==> src/rtl/mem_arbiter.sv <==
// Shares the byte-serial memory controller between instruction fetch (IF) and load/store (MEM).
// Latency: accept to mc_req is 2 cycles; mc_done to if_done/mem_done is 1 cycle.
// Backpressure: one holding slot per requester (x_ready = slot empty); rdy=0 freezes every register.
module mem_arbiter #(
    parameter int ADDR_W       = 32,
    parameter int DATA_W       = 32,
    parameter int STARVE_LIMIT = 4
) (
    input  logic              clk,
    input  logic              rst,
    input  logic              rdy,
    input  logic              if_valid,
    input  logic [ADDR_W-1:0] if_addr,
    output logic              if_ready,
    input  logic              if_flush,
    output logic              if_done,
    output logic [DATA_W-1:0] if_rdata,
    input  logic              mem_valid,
    input  logic              mem_we,
    input  logic [1:0]        mem_size,
    input  logic [ADDR_W-1:0] mem_addr,
    input  logic [DATA_W-1:0] mem_wdata,
    output logic              mem_ready,
    output logic              mem_done,
    output logic [DATA_W-1:0] mem_rdata,
    output logic              mc_req,
    output logic              mc_we,
    output logic [1:0]        mc_size,
    output logic [ADDR_W-1:0] mc_addr,
    output logic [DATA_W-1:0] mc_wdata,
    input  logic              mc_done,
    input  logic [DATA_W-1:0] mc_rdata
);

    typedef enum logic [1:0] {IDLE, BUSY_IF, BUSY_MEM} state_t;

    localparam int CNT_W = $clog2(STARVE_LIMIT + 2);
    localparam logic [CNT_W-1:0] CNT_LIMIT = CNT_W'(STARVE_LIMIT);

    state_t            state;
    state_t            state_nxt;

    logic              slot_if_vld;
    logic [ADDR_W-1:0] slot_if_addr;
    logic              slot_mem_vld;
    logic              slot_mem_we;
    logic [1:0]        slot_mem_size;
    logic [ADDR_W-1:0] slot_mem_addr;
    logic [DATA_W-1:0] slot_mem_wdata;

    logic [CNT_W-1:0]  starve_cnt;
    logic              squash;

    logic              if_live;
    logic              grant_if;
    logic              grant_mem;
    logic              fin_if;
    logic              fin_mem;
    logic              if_deliver;

    assign if_ready  = !slot_if_vld;
    assign mem_ready = !slot_mem_vld;

    // Next-state and grant decision: MEM first unless a pending IF has waited out the starvation limit.
    always_comb begin
        state_nxt = state;
        grant_if  = 1'b0;
        grant_mem = 1'b0;
        fin_if    = 1'b0;
        fin_mem   = 1'b0;
        if_live   = slot_if_vld && !if_flush;
        case (state)
            IDLE: begin
                if (slot_mem_vld && !(if_live && starve_cnt >= CNT_LIMIT)) begin
                    grant_mem = 1'b1;
                    state_nxt = BUSY_MEM;
                end else if (if_live) begin
                    grant_if  = 1'b1;
                    state_nxt = BUSY_IF;
                end
            end
            BUSY_IF: begin
                if (mc_done) begin
                    fin_if    = 1'b1;
                    state_nxt = IDLE;
                end
            end
            BUSY_MEM: begin
                if (mc_done) begin
                    fin_mem   = 1'b1;
                    state_nxt = IDLE;
                end
            end
            default: state_nxt = IDLE;
        endcase
        // A squashed or just-flushed fetch finishes silently.
        if_deliver = fin_if && !squash && !if_flush;
    end

    // State register, controller issue register, squash flag and starvation counter.
    always_ff @(posedge clk) begin
        if (rst) begin
            state      <= IDLE;
            mc_req     <= 1'b0;
            mc_we      <= 1'b0;
            mc_size    <= 2'd0;
            mc_addr    <= '0;
            mc_wdata   <= '0;
            squash     <= 1'b0;
            starve_cnt <= '0;
        end else if (rdy) begin
            state  <= state_nxt;
            mc_req <= grant_if || grant_mem;
            if (grant_mem) begin
                mc_we    <= slot_mem_we;
                mc_size  <= slot_mem_size;
                mc_addr  <= slot_mem_addr;
                mc_wdata <= slot_mem_wdata;
            end else if (grant_if) begin
                mc_we    <= 1'b0;
                mc_size  <= 2'd2;
                mc_addr  <= slot_if_addr;
                mc_wdata <= '0;
            end
            squash <= (state == BUSY_IF) && !fin_if && (squash || if_flush);
            if (!if_live || grant_if) begin
                starve_cnt <= '0;
            end else if (grant_mem && starve_cnt < CNT_LIMIT) begin
                starve_cnt <= starve_cnt + 1'b1;
            end
        end
    end

    // Request holding slots: accept when empty, clear on delivered completion; flush empties IF.
    always_ff @(posedge clk) begin
        if (rst) begin
            slot_if_vld    <= 1'b0;
            slot_if_addr   <= '0;
            slot_mem_vld   <= 1'b0;
            slot_mem_we    <= 1'b0;
            slot_mem_size  <= 2'd0;
            slot_mem_addr  <= '0;
            slot_mem_wdata <= '0;
        end else if (rdy) begin
            if (if_flush || if_deliver) begin
                slot_if_vld <= 1'b0;
            end else if (if_valid && !slot_if_vld) begin
                slot_if_vld  <= 1'b1;
                slot_if_addr <= if_addr;
            end
            if (fin_mem) begin
                slot_mem_vld <= 1'b0;
            end else if (mem_valid && !slot_mem_vld) begin
                slot_mem_vld   <= 1'b1;
                slot_mem_we    <= mem_we;
                slot_mem_size  <= (mem_size == 2'd3) ? 2'd2 : mem_size;
                slot_mem_addr  <= mem_addr;
                slot_mem_wdata <= mem_wdata;
            end
        end
    end

    // Completion pulses and returned data; read data holds between completions.
    always_ff @(posedge clk) begin
        if (rst) begin
            if_done   <= 1'b0;
            if_rdata  <= '0;
            mem_done  <= 1'b0;
            mem_rdata <= '0;
        end else if (rdy) begin
            if_done  <= if_deliver;
            mem_done <= fin_mem;
            if (if_deliver) begin
                if_rdata <= mc_rdata;
            end
            if (fin_mem) begin
                mem_rdata <= slot_mem_we ? '0 : mc_rdata;
            end
        end
    end

endmodule

==> config.mk <==
export PLATFORM = sky130hd
export DESIGN_NAME = mem_arbiter
export DESIGN_NICKNAME = d
export VERILOG_FILES = /design/src/rtl/mem_arbiter.sv
export SDC_FILE = /design/constraint.sdc
export NUM_CORES = 1
export LEC_CHECK = 0
export CORE_UTILIZATION = 32
export CTS_BUF_LIST = sky130_fd_sc_hd__clkbuf_8
export DETAILED_ROUTE_END_ITERATION = 16
export REMOVE_ABC_BUFFERS = 1
export SYNTH_ARGS = -nofsm -noshare
export SYNTH_HDL_FRONTEND = slang
export SYNTH_SLANG_ARGS = --single-unit
export TNS_END_PERCENT = 20
==> constraint.sdc <==
create_clock -name clk -period 3.2 [get_ports clk]
set_input_delay 0.8 -clock clk [delete_from_list [all_inputs] [get_ports clk]]
set_output_delay 0.8 -clock clk [all_outputs]
set_load 0.02 [all_outputs]
==> impl_metrics.json <==
{
  "stdcell_count": 1698,
  "ant_nets": 0,
  "rsz0062_at_grt": "false",
  "max_freq_ghz": 0.386,
  "area_growth_pct": 43.5,
  "leakage_nw": 4.48,
  "routedWlPerCell_um": 16.0,
  "synth_async_sr_flop_share_pct": 0,
  "fin_ws_ps": 607,
  "cp_top_family": "buffers and inverters",
  "rows": 60,
  "hold_path_class": "reg -> reg",
  "cts_resized": 0,
  "drtIter0Drc": 508,
  "maxSlewHeadroom_pct": 29.9,
  "synth_most_common_cell": "nand2_1",
  "cp_max_fo": 8,
  "synth_area_um2": 8800,
  "worstMarginPinSlew_ps": 1050,
  "synth-seq-cells": 241,
  "critPathCaptureType": "output pin",
  "cts_inserted_buffers": 43,
  "maxCapViolations": 0,
  "cts_hold_repair.buffers": 0,
  "min_from": "slot_if_addr[10]$_SDFFE_PP0P_",
  "synth_cells": 1081,
  "synth_common_cells": "nand2_1, dfxtp_1, a21oi_1",
  "met1_length_um": 11900,
  "timing.final.crit_period_ps": 2590,
  "final_hold_viol_count": 0,
  "hold-worst-slack_ps": 445,
  "dpl.hpwl_um": 16800,
  "dpl_worst_slack_ps": 513,
  "critical_path.startpoint": "slot_mem_vld$_SDFFE_PP0P_",
  "worstSetupPathType": "reg -> out",
  "yosysUniqueCellTypes": 38,
  "status": "finished, final reports clean",
  "slew_violations": 0,
  "yosysWarnings": 0,
  "cts.sinks": 241,
  "cts_tree": "done",
  "drive_above_1_share_pct": 6.20,
  "seq_area_frac_synth_pct": 54.8,
  "met3_length_um": 1610,
  "drc_errors": 0,
  "cp-start-kind": "flop",
  "grt_max_degree": 114,
  "via_per_inst": 4.84,
  "synth_top_area_share_pct": 54.8,
  "fin_crit_sh_pct": 81.0,
  "crit_chain": "inv_2, clkdlybuf4s50_1",
  "synth-edff-count": 0,
  "fin_worst_skew_ps": 12.4,
  "worstPathRequired_ps": 2400,
  "worstSkewPairLatency_ps": 540,
  "avgSynthCellArea_um2": 8.14,
  "dpl.cell_count": 1626,
  "gr-total-overflow": 0,
  "grt_usage_pct": 18.7,
  "arrival_ps": 1790,
  "core_area_um2": 27000,
  "irDropWorstVdd_mv": 0.310,
  "dieArea_um2": 28200,
  "synth_top_area_cell": "dfxtp_1",
  "cts_buffer_depth": 3,
  "post_cts_buffers": 0,
  "synth_area_leaders": "dfxtp_1, a21oi_1, nand2_1, nor2_1, a22oi_1",
  "chipHeight_um": 168,
  "numPortBuffers": 273,
  "critPathMaxStageDelay_ps": 590,
  "path_buf_inv": 2,
  "highest_layer": "met4",
  "clk_pin_slew_ps": 60,
  "cts_root_buffer": "clkbuf_8",
  "design_area_um2": 12600,
  "placed_cell_area_um2": 11800,
  "first_global_vias": 7713,
  "synthFlopType": "dfxtp_1",
  "vias": 8211,
  "final_net_count": 1472,
  "grt_pass1_wl_um": 42200,
  "critical-path-slowest-cell": "clkdlybuf4s50_1",
  "h-tree-depth": 2,
  "die_x_um": 168,
  "gp_congestion": 0.777,
  "io-pin-count": 274,
  "initial_core_util_pct": 32.7,
  "wl_met2_um": 12900,
  "r2r_start": "state[0]$_SDFFE_PP0P_",
  "grt_antenna_before_repair": 2,
  "setup_viol": 0,
  "drt_pass1_iterations": 7,
  "wirelength_um": 27100,
  "fin_setup_tns_ps": 0,
  "power_per_cell_area_nw_per_um2": 515
}
-- cells by family after synthesis --
kind of cell               synth area share (%)
and+or+nand+nor                            20.3
adders and majority gates                 0.569
muxes                                     0.227
DFF                                        54.8
AOI/OAI and AO/OA                          19.4
buffers and inverters                      4.62
xor gates and xnor gates                 0.0995
-- per-layer routing --
metal  track usage [%]  up-vias
met5                 0        -
met4              6.82        0
met3              4.35       58
met2              30.8      234
met1              23.9     3816
li1                  -     4103
-- power by group --
part / internal (mW) / total (mW) / switching [mW]
combinational: 0.311 / 0.647 / 0.337
sequential: 3.09 / 3.15 / 0.0524
clock: 1.49 / 2.72 / 1.23
total: 4.89 / 6.51 / 1.62
-- path summary, 6_finish.rpt --
kind / end / slack, ps / cells past startpoint
worst min register to register: mc_addr[10]$_SDFFE_PP0P_ / 440 / 2
worst min-delay path: mc_addr[10]$_SDFFE_PP0P_ / 440 / 2
worst max register to register: mc_wdata[16]$_SDFFE_PP0P_ / 1350 / 7
worst max-delay path: mem_ready / 610 / 2
-- area by class of cell --
cell class | instances | area (um^2)
antenna | 2 | 5.00
clock buffer | 50 | 688
clock inverter | 20 | 111
fill | 2651 | 14300
inverter | 7 | 26.3
multi-input combinational | 744 | 3590
sequential | 241 | 4820
tap | 341 | 427
timing repair buffer | 293 | 2960
-- worst register-to-register path, stage by stage, from the launching register on --
cell     delay, ps
dfxtp_1        320
inv_1           80
ha_1           320
nand2_1        220
a21o_2         270
buf_12         200
a22oi_1        240
nor2_1          60
-- per-stage QoR --
step	power [mW]	util, %
after floorplan	3.44	-
after global placement	3.85	43.9
after detailed placement	3.86	43.9
after CTS	6.59	46.9
after global routing	6.83	46.9
final	6.51	46.9
-- state kept, by name, indices dropped and copies added, names as in the netlist --
register and count:
if_rdata 32, mc_addr 32, mc_wdata 32, mem_rdata 32, slot_if_addr 32, slot_mem_addr 32, slot_mem_wdata 32, starve_cnt 3
mc_size 2, slot_mem_size 2, state 2, if_done 1, mc_req 1, mc_we 1, mem_done 1, slot_if_vld 1
slot_mem_vld 1, slot_mem_we 1, squash 1
-- cell usage in the layout, fill, tap and decap left out, types with 2 or more instances in the layout --
cell and n:
a211oi_1 4, a21oi_1 232, a22oi_1 34, buf_12 6
buf_4 14, clkbuf_8 50, clkdlybuf4s50_1 272, dfxtp_1 241
diode_2 2, ha_1 4, inv_1 22, mux2i_1 2
nand2_1 297, nand2b_1 8, nand3b_1 3, nand4_1 2
nor2_1 71, nor2b_1 2, nor3b_1 32, o21ai_0 33
(Power assumes the default switching activity.)
